File: config.mk
export PLATFORM = sky130hd
export DESIGN_NAME = fifo_burst_drain
export DESIGN_NICKNAME = d
export VERILOG_FILES = /design/src/rtl/fifo_burst_drain.sv
export SDC_FILE = /design/constraint.sdc
export NUM_CORES = 1
export LEC_CHECK = 0
export ABC_CLOCK_PERIOD_IN_PS = 3300
export BUFFER_PORTS_ARGS = -buffer_cell sky130_fd_sc_hd__buf_4
export CORE_MARGIN = 3
export CORE_UTILIZATION = 56
export CTS_CLUSTER_DIAMETER = 100
export DETAILED_ROUTE_END_ITERATION = 7
export PLACE_DENSITY = 0.79
export RECOVER_POWER = 50
export SLEW_MARGIN = 10
export SYNTH_ARGS = -nofsm -noshare
export SYNTH_HDL_FRONTEND = slang
export SYNTH_SLANG_ARGS = --single-unit
File: constraint.sdc
create_clock -name clk -period 3.3 [get_ports clk]
set_input_delay 0.165 -clock clk [delete_from_list [all_inputs] [get_ports clk]]
set_output_delay 0.165 -clock clk [all_outputs]
set_load 0.02 [all_outputs]
File: src/rtl/fifo_burst_drain.sv
// Burst drain for the synchronous FIFO: pops up to BURST_LEN words per trigger into a
// 2-entry skid buffer feeding a valid/ready stream. Optional idle flush: FIFO_BURST_DRAIN_TIMEOUT_EN.
module fifo_burst_drain #(
  parameter int unsigned DATA_WIDTH     = 8,
  parameter int unsigned ADDR_WIDTH     = 4,
  parameter int unsigned BURST_LEN      = 4,
  parameter int unsigned TIMEOUT_CYCLES = 64
) (
  input  logic                  clk,
  input  logic                  rst,
  input  logic                  i_fifo_empty,
  input  logic                  i_fifo_thr_trig,
  input  logic [ADDR_WIDTH:0]   i_fifo_count,
  output logic                  o_fifo_rd,
  input  logic [DATA_WIDTH-1:0] i_fifo_rd_data,
  output logic                  o_m_valid,
  input  logic                  i_m_ready,
  output logic [DATA_WIDTH-1:0] o_m_data,
  output logic                  o_m_last,
  output logic                  o_busy
);

  localparam logic [ADDR_WIDTH:0] BurstLenC = (ADDR_WIDTH + 1)'(BURST_LEN);
  localparam logic [ADDR_WIDTH:0] OneC      = (ADDR_WIDTH + 1)'(1);

  typedef enum logic [1:0] {StIdle, StBurst, StFinish} state_e;

  state_e                r_state, w_state_nxt;
  logic [ADDR_WIDTH:0]   r_len, r_rem, r_beat;
  logic [1:0]            r_occ;
  logic                  r_inflight;
  logic [DATA_WIDTH-1:0] r_buf0, r_buf1;

  logic                  w_start, w_pop, w_room;
  logic [2:0]            w_level;
  logic [ADDR_WIDTH:0]   w_len_new;

`ifdef FIFO_BURST_DRAIN_TIMEOUT_EN
  localparam int unsigned IdleW = $clog2(TIMEOUT_CYCLES + 1);
  logic [IdleW-1:0] r_idle_cnt;
  logic             w_timeout;

  assign w_timeout = (r_idle_cnt == IdleW'(TIMEOUT_CYCLES));
  assign w_start   = !i_fifo_empty && (i_fifo_thr_trig || w_timeout);

  always_ff @(posedge clk or posedge rst) begin
    if (rst) begin
      r_idle_cnt <= '0;
    end else if (r_state != StIdle || w_start) begin
      r_idle_cnt <= '0;
    end else if (!i_fifo_empty && !i_fifo_thr_trig) begin
      r_idle_cnt <= r_idle_cnt + IdleW'(1);
    end else begin
      r_idle_cnt <= '0;
    end
  end
`else
  assign w_start = !i_fifo_empty && i_fifo_thr_trig;
`endif

  assign w_len_new = (i_fifo_count < BurstLenC) ? i_fifo_count : BurstLenC;
  assign w_pop     = o_m_valid & i_m_ready;
  // Slots committed to the buffer (held + arriving) must stay below 2 after this cycle's pop.
  assign w_level   = {1'b0, r_occ} + {2'b00, r_inflight};
  assign w_room    = w_level < (3'd2 + {2'b00, w_pop});

  assign o_m_valid = (r_occ != 2'd0);
  assign o_m_data  = r_buf0;
  assign o_m_last  = o_m_valid && (r_beat == (r_len - OneC));

  always_ff @(posedge clk or posedge rst) begin
    if (rst) begin
      r_state <= StIdle;
    end else begin
      r_state <= w_state_nxt;
    end
  end

  always_comb begin
    w_state_nxt = r_state;
    case (r_state)
      StIdle:   if (w_start) w_state_nxt = StBurst;
      StBurst:  if (o_fifo_rd && (r_rem == OneC)) w_state_nxt = StFinish;
      StFinish: if (w_pop && o_m_last) w_state_nxt = StIdle;
      default:  w_state_nxt = StIdle;
    endcase
  end

  always_comb begin
    o_busy    = (r_state != StIdle);
    o_fifo_rd = (r_state == StBurst) && (r_rem != '0) && !i_fifo_empty && w_room;
  end

  always_ff @(posedge clk or posedge rst) begin
    if (rst) begin
      r_len  <= '0;
      r_rem  <= '0;
      r_beat <= '0;
    end else if (r_state == StIdle && w_start) begin
      r_len  <= w_len_new;
      r_rem  <= w_len_new;
      r_beat <= '0;
    end else begin
      if (o_fifo_rd) r_rem <= r_rem - OneC;
      if (w_pop && o_m_last) begin
        r_beat <= '0;
      end else if (w_pop) begin
        r_beat <= r_beat + OneC;
      end
    end
  end

  // Read data arrives one cycle after the pop; r_inflight marks that cycle.
  always_ff @(posedge clk or posedge rst) begin
    if (rst) begin
      r_inflight <= 1'b0;
      r_occ      <= 2'd0;
      r_buf0     <= '0;
      r_buf1     <= '0;
    end else begin
      r_inflight <= o_fifo_rd;
      case ({r_inflight, w_pop})
        2'b10: begin
          if (r_occ == 2'd0) begin
            r_buf0 <= i_fifo_rd_data;
          end else begin
            r_buf1 <= i_fifo_rd_data;
          end
          r_occ <= r_occ + 2'd1;
        end
        2'b01: begin
          r_buf0 <= r_buf1;
          r_occ  <= r_occ - 2'd1;
        end
        2'b11: begin
          if (r_occ == 2'd1) begin
            r_buf0 <= i_fifo_rd_data;
          end else begin
            r_buf0 <= r_buf1;
            r_buf1 <= i_fifo_rd_data;
          end
        end
        default: ;
      endcase
    end
  end

endmodule
==> reports/results.tsv <==
metric	value	unit
core region area	0.00313	mm2
Power Density	936	mW/mm2
post-CTS setup buffer count	0	
Area Overhead vs Synth	18.0	%
net count after synthesis	209	
EDFF count, synth	0	
CP startpoint kind	flop	
Layout Nets	246	
post-synthesis xor/xnor area fraction	4.16	%
largest net degree at the start of global routing	37	
Max VDD drop	0.000519	V
WL/cell	15.4	um
Worst Path Required	3560	ps
Initial DRC Count	77	
RSZ-0062 raised after global routing	false	
Post-Synth Adder-Cell Area	7.93	%
Rel. slew slack	-25.8	%
Die Area	0.00411	mm2
GPL Wtd Cong	0.821	
Period minus WS final	2800	ps
worst r2r path cells	8	
first-pass GRT wire length	6790	um
Synth area leader	dfrtp_1	
placed standard-cell area	0.00217	mm2
grt ovf	0	
post-synthesis cell count	179	
endpoints failing setup	0	
Comb pwr share	48.5	%
worst min-delay path class	primary input to flop	
PortBufs	29	
CTS Buf Count	5	
# rows	20	
Starting Density	60.5	%
CP Capture Type	flop	
main flop type after synthesis	dfrtp_1	
IO Pins	30	
outcome	finished, violations left	
fmax	357	MHz
P_leak	1.01	nW
Setup TNS	0	ps
Internal Power	1.23	mW
Longest Clk Path Bufs	2	
hold_buf cts	1	
multiplexer area fraction after synthesis	5.82	%
critical path arrival	3060	ps
Sw Ratio	41.2	%
failing checks	max-capacitance violations, max-slew violations	
Die H	64.1	um
crit-path max FO	11	
Routed WL	4010	um
simple-gate area share of the yosys netlist	13.6	%
async set or reset register ratio after synthesis	100	%
post-synth design cell area	0.00189	mm2
most area-consuming cells after synthesis	dfrtp_1 48%, ha_1 7.9%, o21ai_0 6.1%, mux2_2 4.8%, xnor2_1 3.7%	
max-cap violation count	1	
r2r startpoint	r_occ[0]	
Avg Vias per Cell	5.78	
Fillers	231	
H-tree Lvls	2	
Synthesis Warnings	0	
hold_sp	i_fifo_count[1]	
list of most frequent post-synthesis cells	36 x dfrtp_1, 23 x o21ai_0, 17 x nand2_1, 12 x ha_1, 12 x inv_1	
post-synth top area share	47.6	%
total clock sinks	36	
Horiz. Die Dim	64.1	um
post-DP HPWL	2940	um
placed cell count	252	
Design Area, Final	0.00223	mm2
n_diodes	0	
Worst Hold End	r_len[1]	
Clock Skews	6.95	ps
post-synthesis compound-gate area fraction	17.1	%
main combinational cell family by area after synthesis	compound AO/OA/AOI/OAI gates	
R2R setup slack	500	ps
reg-to-reg endpoint	o_m_data[7]	
TritonCTS clock tree	yes	
share of layout cells above drive strength 1	21.7	%
part of the cycle the worst path needs	85.0	%
post-CTS sizing	0	
Worst-Skew Late Latency	350	ps
most frequent cell after synthesis	dfrtp_1	
synth unique cells	41	
sequential-to-total area share from yosys stat	47.6	%
Final ANT Viol Nets	0	
fin. max-slew vios	37	
DR vias	1509	
fin cells	261	
vias in the first global route	1486	
Syn Area/Cell	10.6	um2
Flop pwr share	36.7	%
CTS root buf	clkbuf_4	
Sw Pwr	861	uW
Worst-path clk slew	110	ps
DR DRC count	0	
hold path cells	3	
Slew @ Worst Pin	1890	ps
Detailed Routing Iterations Pass 1	4	
critical path class	flop to flop	
gr usage total	21.8	%
Clock Power Share	14.8	%
Hold Fails Final Rpt	0	
initial antenna violation count	0	
#FFs+latches synth	36	
==> power groups by stage <==
stage / Sequential (mW) / Combinational [mW] / Clock, mW
final: 0.767 / 1.01 / 0.310
after global routing: 0.795 / 1.13 / 0.334
after CTS: 0.766 / 1.05 / 0.317
after detailed placement: 0.775 / 1.04 / 0
after global placement: 0.759 / 0.991 / 0
after floorplan: 0.794 / 0.702 / 0
==> worst max path at each step <==
| stage | startpoint | to | slack, ps | depth (start not counted) |
|---|---|---|---|---|
| 6_report | r_occ[0] | o_m_data[7] | 500 | 8 |
| 5_1_grt | r_occ[0] | o_m_data[7] | 180 | 8 |
| 4_1_cts | r_occ[0] | o_m_data[7] | 460 | 8 |
| 3_5_place_dp | r_occ[0] | o_m_data[7] | 580 | 8 |
| 3_3_place_gp | r_occ[0] | o_m_data[0] | 800 | 8 |
| 2_1_floorplan | r_occ[0] | r_buf1[0] | 870 | 8 |
==> through the flow <==
step	util (%)	setup WS, ps	power, mW	hold WS [ps]
after global routing	71.4	177	2.26	31.5
final	71.4	496	2.09	50.1
after floorplan	-	868	1.50	282
after global placement	69.4	796	1.75	288
after CTS	72.2	459	2.14	42.1
after detailed placement	69.4	576	1.81	295
==> cell families after synthesis <==
logic type,count (synthesis)
AOI/OAI and AO/OA,48
and+or+nand+nor,47
DFF,36
buffers and inverters,17
adders and majority gates,12
muxes,10
xor gates and xnor gates,9
==> registers in the layout, summed over array words and instances, names as in the netlist <==
signal and count:
r_occ 2, r_len 5, r_inflight 1, o_m_data 8, r_rem 5, r_beat 5, r_state 2, r_buf1 8
==> cell usage in the layout (no fill, tap or decap), types with 2 or more instances in the layout <==
cell type  count
xnor2_1        8
clkbuf_4       6
a211oi_1       4
ha_1          12
clkinv_2       2
and3_1         2
or3_1          3
nand2b_1       2
o21ai_0       23
and2_1         2
mux2i_1        2
a22oi_1        8
a21oi_1        4
dfrtp_1       36
nand3_1        7
buf_4         24
inv_1         12
mux2_2         8
clkbuf_1       7
nand2_1       17
nor2_1         3
nor3_1         2
==> cell type report <==
| cell class | instances | area [um2] | share of cell area [%] |
|---|---|---|---|
| Multi-Input combinational cell | 126 | 920 | 41.2 |
| Sequential cell | 36 | 901 | 40.3 |
| Clock buffer | 5 | 37.5 | 1.68 |
| Timing Repair Buffer | 33 | 224 | 10.0 |
| Clock inverter | 3 | 42.5 | 1.90 |
| Tap cell | 44 | 55.1 | 2.46 |
| Inverter | 14 | 53.8 | 2.41 |
==> critical path: stages (launching register included) <==
cell      delay (ps)
dfrtp_1          440
inv_1            100
ha_1             310
nand2b_1         300
clkinv_1         320
ha_1             340
mux2i_1          520
a22oi_1          170
o21ai_0          210
==> routing by layer <==
metal  wire [um]  track usage [%]  share of wire, %  up-vias
met4          55             7.39               1.4        0
met3         235             5.80               5.9        8
met5           0                0                 0        -
met1        1550             25.0                39      734
li1            -                -                 -      722
met2        2160             39.0                54       45
No activity file was read; power rests on OpenSTA's default activity.
